[src/rtl/muldiv_unit.sv]
// Iterative radix-2 multiply/divide unit owning the HI/LO registers.
// mult/multu use shift-add, div/divu use restoring division; each takes WIDTH
// iterations plus one sign-fix cycle. mthi/mtlo write HI/LO directly from IDLE.
module muldiv_unit #(
    parameter int unsigned WIDTH = 32
) (
    input  logic             clk,
    input  logic             rst_n,
    input  logic             start,
    input  logic [5:0]       op,
    input  logic [WIDTH-1:0] src_a,
    input  logic [WIDTH-1:0] src_b,
    input  logic             flush,
    output logic             busy,
    output logic             done,
    output logic [WIDTH-1:0] hi,
    output logic [WIDTH-1:0] lo
);

    localparam int unsigned CW = $clog2(WIDTH + 1);
    localparam int unsigned PW = 2 * WIDTH;

    localparam logic [5:0] OP_MULT  = 6'd24;
    localparam logic [5:0] OP_MULTU = 6'd25;
    localparam logic [5:0] OP_DIV   = 6'd26;
    localparam logic [5:0] OP_DIVU  = 6'd27;
    localparam logic [5:0] OP_MTHI  = 6'd17;
    localparam logic [5:0] OP_MTLO  = 6'd19;

    typedef enum logic [1:0] {
        S_IDLE = 2'd0,
        S_MUL  = 2'd1,
        S_DIV  = 2'd2,
        S_FIX  = 2'd3
    } state_t;

    state_t            state;
    state_t            state_nxt;
    logic [CW-1:0]     cnt;
    logic [PW-1:0]     acc;       // mult: {partial, multiplier}; div: {remainder, dividend/quotient}
    logic [WIDTH-1:0]  opb;       // multiplicand or divisor magnitude
    logic              is_mul_q;
    logic              neg_q_q;   // negate product / quotient
    logic              neg_r_q;   // negate remainder
    logic              div0_q;

    logic              is_mul_op_c;
    logic              is_div_op_c;
    logic              is_signed_c;
    logic [WIDTH-1:0]  mag_a_c;
    logic [WIDTH-1:0]  mag_b_c;

    logic              load_c;
    logic              mthi_c;
    logic              mtlo_c;
    logic              step_c;
    logic              fix_c;
    logic              abort_c;

    logic [WIDTH:0]    mul_sum_c;
    logic [PW-1:0]     mul_next_c;
    logic [WIDTH:0]    div_trial_c;
    logic [WIDTH:0]    div_diff_c;
    logic              div_ge_c;
    logic [PW-1:0]     div_next_c;
    logic [PW-1:0]     prod_fix_c;
    logic [WIDTH-1:0]  quo_fix_c;
    logic [WIDTH-1:0]  rem_fix_c;

    // Opcode decode and operand magnitudes for signed ops
    always_comb begin
        is_mul_op_c = (op == OP_MULT) || (op == OP_MULTU);
        is_div_op_c = (op == OP_DIV)  || (op == OP_DIVU);
        is_signed_c = (op == OP_MULT) || (op == OP_DIV);
        mag_a_c     = (is_signed_c && src_a[WIDTH-1]) ? WIDTH'(0) - src_a : src_a;
        mag_b_c     = (is_signed_c && src_b[WIDTH-1]) ? WIDTH'(0) - src_b : src_b;
    end

    // State register
    always_ff @(posedge clk or negedge rst_n) begin
        if (!rst_n) begin
            state <= S_IDLE;
        end else begin
            state <= state_nxt;
        end
    end

    // Next-state logic; flush aborts any non-idle state and suppresses a start in IDLE
    always_comb begin
        state_nxt = state;
        case (state)
            S_IDLE: begin
                if (start && !flush) begin
                    if (is_mul_op_c) begin
                        state_nxt = S_MUL;
                    end else if (is_div_op_c) begin
                        state_nxt = S_DIV;
                    end
                end
            end
            S_MUL, S_DIV: begin
                if (flush) begin
                    state_nxt = S_IDLE;
                end else if (cnt == CW'(1)) begin
                    state_nxt = S_FIX;
                end
            end
            S_FIX: begin
                state_nxt = S_IDLE;
            end
            default: begin
                state_nxt = S_IDLE;
            end
        endcase
    end

    // Control strobes derived from state and request
    always_comb begin
        load_c  = 1'b0;
        mthi_c  = 1'b0;
        mtlo_c  = 1'b0;
        step_c  = 1'b0;
        fix_c   = 1'b0;
        abort_c = 1'b0;
        case (state)
            S_IDLE: begin
                load_c = start && !flush && (is_mul_op_c || is_div_op_c);
                mthi_c = start && !flush && (op == OP_MTHI);
                mtlo_c = start && !flush && (op == OP_MTLO);
            end
            S_MUL, S_DIV: begin
                step_c  = !flush;
                abort_c = flush;
            end
            S_FIX: begin
                fix_c   = !flush;
                abort_c = flush;
            end
            default: begin
                abort_c = 1'b1;
            end
        endcase
    end

    // One shift-add step, one restoring-division step, and the final sign fix
    always_comb begin
        mul_sum_c   = {1'b0, acc[PW-1:WIDTH]} + (acc[0] ? {1'b0, opb} : (WIDTH+1)'(0));
        mul_next_c  = {mul_sum_c, acc[WIDTH-1:1]};

        div_trial_c = {acc[PW-1:WIDTH], acc[WIDTH-1]};
        div_diff_c  = div_trial_c - {1'b0, opb};
        div_ge_c    = (div_trial_c >= {1'b0, opb});
        div_next_c  = {(div_ge_c ? div_diff_c[WIDTH-1:0] : div_trial_c[WIDTH-1:0]),
                       acc[WIDTH-2:0], div_ge_c};

        prod_fix_c  = neg_q_q ? PW'(0) - acc : acc;
        quo_fix_c   = div0_q ? {WIDTH{1'b1}}
                    : (neg_q_q ? WIDTH'(0) - acc[WIDTH-1:0] : acc[WIDTH-1:0]);
        rem_fix_c   = neg_r_q ? WIDTH'(0) - acc[PW-1:WIDTH] : acc[PW-1:WIDTH];
    end

    // Datapath, HI/LO and status registers
    always_ff @(posedge clk or negedge rst_n) begin
        if (!rst_n) begin
            cnt      <= '0;
            acc      <= '0;
            opb      <= '0;
            is_mul_q <= 1'b0;
            neg_q_q  <= 1'b0;
            neg_r_q  <= 1'b0;
            div0_q   <= 1'b0;
            busy     <= 1'b0;
            done     <= 1'b0;
            hi       <= '0;
            lo       <= '0;
        end else begin
            done <= 1'b0;
            if (load_c) begin
                cnt      <= CW'(WIDTH);
                acc      <= {WIDTH'(0), mag_a_c};
                opb      <= mag_b_c;
                is_mul_q <= is_mul_op_c;
                neg_q_q  <= is_signed_c && (src_a[WIDTH-1] ^ src_b[WIDTH-1]);
                neg_r_q  <= is_signed_c && src_a[WIDTH-1];
                div0_q   <= is_div_op_c && (src_b == WIDTH'(0));
                busy     <= 1'b1;
            end
            if (mthi_c) begin
                hi   <= src_a;
                done <= 1'b1;
            end
            if (mtlo_c) begin
                lo   <= src_a;
                done <= 1'b1;
            end
            if (step_c) begin
                acc <= (state == S_MUL) ? mul_next_c : div_next_c;
                cnt <= cnt - CW'(1);
            end
            if (fix_c) begin
                if (is_mul_q) begin
                    hi <= prod_fix_c[PW-1:WIDTH];
                    lo <= prod_fix_c[WIDTH-1:0];
                end else begin
                    hi <= rem_fix_c;
                    lo <= quo_fix_c;
                end
                done <= 1'b1;
                busy <= 1'b0;
            end
            if (abort_c) begin
                busy <= 1'b0;
            end
        end
    end

endmodule

[config.mk]
export PLATFORM = sky130hd
export DESIGN_NAME = muldiv_unit
export DESIGN_NICKNAME = d
export VERILOG_FILES = /design/src/rtl/muldiv_unit.sv
export SDC_FILE = /design/constraint.sdc
export NUM_CORES = 1
export LEC_CHECK = 0
export CORE_MARGIN = 3
export CORE_UTILIZATION = 50
export DETAILED_ROUTE_END_ITERATION = 10
export GPL_TIMING_DRIVEN = 0
export PLACE_DENSITY = 0.75
export SYNTH_ARGS = -nofsm -noshare
export SYNTH_HDL_FRONTEND = slang
export SYNTH_SLANG_ARGS = --single-unit
[constraint.sdc]
create_clock -name clk -period 3.3 [get_ports clk]
set_input_delay 0.66 -clock clk [delete_from_list [all_inputs] [get_ports clk]]
set_output_delay 0.66 -clock clk [all_outputs]
set_load 0.01 [all_outputs]
[Yosys cells after proc, flatten, opt, wreduce, memory -nomap -nowiden]
Cells that the tools add are included.
Cells by class
  $add $sub $neg: 8
  bitwise operators: 1
  equal/unequal tests: 13
  mux-type cells: 37
  order comparisons: 1
  reductions and logical operators: 22
Operators by type and width (number)
  two-way mux 32 bit: 13
  two-way mux 64 bit: 4
  subtractor 1 x 32 -> 32 bit (first input constant): 4
  subtractor 1 x 64 -> 64 bit (first input constant): 1
  == test 6 x 5 -> 1 bit (second input constant): 6
  adder 32 x 32 -> 33 bit: 1
  greater-or-equal comparator 33 x 32 -> 1 bit: 1
  zero test 32 bit: 1
  subtractor 32 bit: 1
  two-way mux 1 bit: 12
  two-way mux 6 bit: 2
  two-way mux 2 bit: 5
  logical AND 1 bit: 8
  == test 6 x 1 -> 1 bit (second input constant): 1
  inequality test 3 bit (second input constant): 2
  one-hot mux 2 bit (3 select lines): 1
  nonzero test 2 bit: 3
  subtractor 6 x 1 -> 6 bit (second input constant): 1
  == test 2 bit (second input constant): 2
  logical OR 1 bit: 4
  AND reduction 3 bit: 1
  nonzero test 3 bit: 1
  OR reduction 3 bit: 1
  == test 2 x 1 -> 1 bit (second input constant): 1
  other kinds (5): 5
Word-level totals
  logic and storage cells: 94
  register bits: 174
  output and inout bits: 66

[Logic depth before layout (Yosys ltp)]
  depth after elaboration: 8
  depth in mapped cells: 14
  depth with buffers taken out: 13

[Worst setup path before layout]
Ideal clock, no wire load.
  kind: register to register
  start: register acc[0]
  end: register acc[60]
  setup slack: 243 ps
  cell stages (with the launch flop): 14
  required time: 3166 ps
  arrival: 2923 ps
  path through: dfrtp_1 > inv_1 > clkbuf_1 > nor2_1 > ha_1 > o21a_1 > nor2_1 > nor4b_1 > and2_1 > o21ai_0 > a2111oi_0 > mux2i_1 > nand3_1 > o21bai_1
On the way
  word-level cells in the longest chain between the ends: 4
Ends and longest elaborated chain
  start, declared: RTL line 40  | logic [PW-1:0] acc;
  start signal, assigned: RTL line 180  | acc <= {WIDTH'(0), mag_a_c};
  start signal, assigned: RTL line 197  | acc <= (state == S_MUL) ? mul_next_c : div_next_c;
  two-way mux 32 bit: RTL line 147  | mul_sum_c = {1'b0, acc[PW-1:WIDTH]} + (acc[0] ? {1'b0, opb} : (WIDTH+1)'(0));
  adder 32 x 32 -> 33 bit: RTL line 147
  two-way mux 64 bit: RTL line 197
  two-way mux 64 bit: RTL line 196  | if (step_c) begin
No other way between the ends.
A chain may end at the register's enable or synchronous reset.

[Worst setup path after layout]
  start: register acc[37]
  end: register acc[56]
On the way
  word-level cells in the longest chain between the ends: 4
  elaborated cells between the ends (all ways): 6
  those cells by class: add/sub (2); order compare (1); mux (3)
Ends and longest elaborated chain
  subtractor 32 bit / greater-or-equal comparator 33 x 32 -> 1 bit (equally long branches): RTL line 151, 152
  two-way mux 32 bit: RTL line 153  | div_next_c = {(div_ge_c ? div_diff_c[WIDTH-1:0] : div_trial_c[WIDTH-1:0]),
  two-way mux 64 bit *: RTL line 197
  two-way mux 64 bit *: RTL line 196
Every way passes the cells marked *; elsewhere a longest branch is shown, timed or not.

==> impl_results.md <==
- Clock Skews: 0.0213 ns
- Yosys reg bits: 174
- Max VDD drop: 0.386 mV
- Fin. max-slew vios: 0
- Final nets: 2152
- GP Congestion: 0.989
- Detail-routed via count per cell: 6.26
- Arr. time, crit path: 3.55 ns
- Grt ovf: 0
- Clock transition at the registers of the reported paths: 0.09 ns
- Final hold vios: 0
- Max-cap violations: 0
- Antenna diode count: 0
- CTS tree: done
- Total CTS buffers: 17
- Row Count: 61
- Die span in x: 177 um
- First-pass GRT wire length: 81.5 mm
- Flop-to-flop setup slack: 0.07 ns
- WL final: 53.5 mm
- RSZ-0062 raised after global routing: yes
- Mapped cell area: 14600 um2
- Syn avg cell area: 7.97 um2
- Synth Instances: 1835
- Ranking of synthesized cells by area: dfrtp_1 (30%), ha_1 (6.3%), nand2_1 (6.3%), o21ai_0 (5.8%), xnor2_1 (5.3%)
- Placed wire-length estimate: 41.3 mm
- Initial Util: 51.6%
- Post-synthesis cell type count: 72
- Async S/R FF share, synth: 100%
- Worst Hold Class: primary input to asynchronous set/reset pin
- Crit path largest cell delay: 0.49 ns
- Largest area contributor in the netlist: dfrtp_1
- DRT iter0 DRCs: 1253
- Clk root buf: clkbuf_16
- Post-Route Setup TNS: 0 ns
- Register area share after synthesis: 29.8%
- Largest net degree at the start of global routing: 117
- Startpoint class of the critical path: flip-flop
- # IOs: 140
- Share of the synthesized area in the top cell type: 29.8%
- Routed Antenna Nets: 0
- Final Cycle Share: 97.9%
- Critical path endpoint category: flip-flop
- Final core utilization: 62.0%
- Worst slew margin: 31.4%
- Synthesis-to-layout area growth: 20.2%
- Crit path top cell by count: buf_4
- CTS H-tree depth: 4
- Critical Path Fanout Max: 10
- Top cells by count, synth: nand2_1 (245), dfrtp_1 (174), o21ai_0 (169), a21oi_1 (141), nor2_1 (135)
- Vias in the first global route: 14572
- R2r worst-path depth: 12
- DRC: 0
- Syn. warnings: 0
- Worst slew pin tran: 1.03 ns
- DR pass1 iterations: 8
- DIE HEIGHT: 177 um
- Die area: 31300 um2
- GRT Total Usage: 33.5%
- Min Tclk post-route: 3.23 ns
- LEAKAGE: 0.00713 uW
- Top_reg_cell synth: dfrtp_1
- Most numerous cell in the Yosys netlist: nand2_1
- DR vias: 14976
- Crit-path slowest cell: dfrtp_2
- EDFF count, synth: 0
- Critical path cell sequence: ha_2 -> nand2_1 -> or3_1 -> a21oi_2 -> o211ai_1 -> a21oi_4 -> buf_4 -> nor2_4 -> buf_4 -> nor2_1 -> nor3_1 -> a221o_1
- Clk sinks: 174
- Core ar.: 28300 um2
- Wire per inst: 22.4 um
- Net Count, Synth: 1985
- Worst-skew pair later-pin latency: 0.45 ns
- Outcome: complete, no violations
- Number of antenna violations at the first check in global routing: 0
- Clk buf depth: 2
- CP Class: flip-flop to flip-flop
- WP data required: 3.62 ns
- Final setup viols: 0
- Max Freq: 310 MHz
- IO Port Bufs: 138
- Power Density: 985 nW/um2
- Share of post-route cells with drive strength above 1: 8.24%
==> cells by family (layout without fill, tap and decap cells) <==
family | after synthesis | count (layout) | share of synthesized area [%]
muxes | 65 | 65 | 4.49
adders and majority gates | 76 | 76 | 6.61
DFF | 174 | 174 | 29.8
buffers and inverters | 184 | 362 | 4.87
xor gates and xnor gates | 172 | 172 | 10.3
AOI/OAI and AO/OA | 572 | 572 | 24.6
and+or+nand+nor | 592 | 593 | 19.4
==> layout by cell type (no fill, tap or decap), drive strengths merged, types with 29 or more instances in the layout <==
cell type and instances:
inv 81, nand2 245, xnor2 88, a211oi 34
a31oi 29, nand3 34, a32oi 34, o21ai 176
a21oi 142, mux2i 61, nor2b 30, dfrtp 174
nor3 39, nor2 137, clkdlybuf4s50 137, xor2 84
buf 38, ha 74, clkbuf 99, a21o 31
==> per-stage QoR <==
step / cell area, um2 / std cells / setup WS, ns / power [uW] / hold slack [ns]
after floorplan: 14600 / 1835 / 0.243 / 10800 / 0.364
after global placement: 16500 / 2351 / -5.86 / 14200 / 0.448
after detailed placement: 16500 / 2352 / -0.833 / 14300 / 0.465
after CTS: 17300 / 2386 / 0.00717 / 16600 / 0.145
after global routing: 17600 / 2392 / -0.0300 / 18500 / 0.153
final: 17600 / 2392 / 0.0707 / 17300 / 0.114
==> power by group <==
part	switching (uW)	internal [uW]	total, uW
Combinational	6480	4650	11100
Sequential	1100	3030	4130
Clock	1040	1000	2040
==> worst max-delay path, delay by kind of cell, from the launching register on <==
| family | cells | cell delay, ns |
|---|---|---|
| buffers and inverters | 2 | 0.35 |
| DFF | 1 | 0.49 |
| AOI/OAI and AO/OA | 4 | 1.03 |
| adders and majority gates | 1 | 0.40 |
| and+or+nand+nor | 5 | 0.82 |
==> final timing paths <==
path | to | from
setup / recovery | acc[56]$_DFFE_PN0P_ | acc[37]$_DFFE_PN0P_
hold / removal | lo[8]$_DFFE_PN0P_ | rst_n
setup reg to reg | acc[56]$_DFFE_PN0P_ | acc[37]$_DFFE_PN0P_
hold reg to reg | cnt[5]$_DFFE_PN0P_ | cnt[5]$_DFFE_PN0P_
max in group asynchronous | acc[31]$_DFFE_PN0P_ | rst_n
min in group clk | cnt[5]$_DFFE_PN0P_ | cnt[5]$_DFFE_PN0P_
==> cell type report <==
cell class,count,area [um2]
well taps,378,473
clock buffers,17,425
fillers,2580,10800
multi-input cells,1478,9900
clock inverters,14,144
inverters,74,280
flip-flops and latches,174,4360
plain buffers,98,417
repair buffers,159,1560
==> routing by layer <==
layer  track usage [%]  up-vias  part of all wire, %
met5                 0        -                    0
met3              5.00      164                  7.0
li1                  -     6963                    -
met2              56.6      635                   48
met1              42.0     7214                   40
met4              16.3        0                  4.5
==> repair_timing <==
action / CTS / global route
setup buffers: 5 / 15
cloned: 0 / 1
gates resized for setup: 47 / 62
pin swaps: 4 / 16
hold buffers: 0 / 0
setup endpoints to repair: 89 / 74
==> registers in the layout (all words and copies together), names as in the netlist, 2 cells and up <==
signal	flops
acc	64
cnt	6
hi	32
lo	32
opb	32
state	2
(Power assumes the default switching activity.)
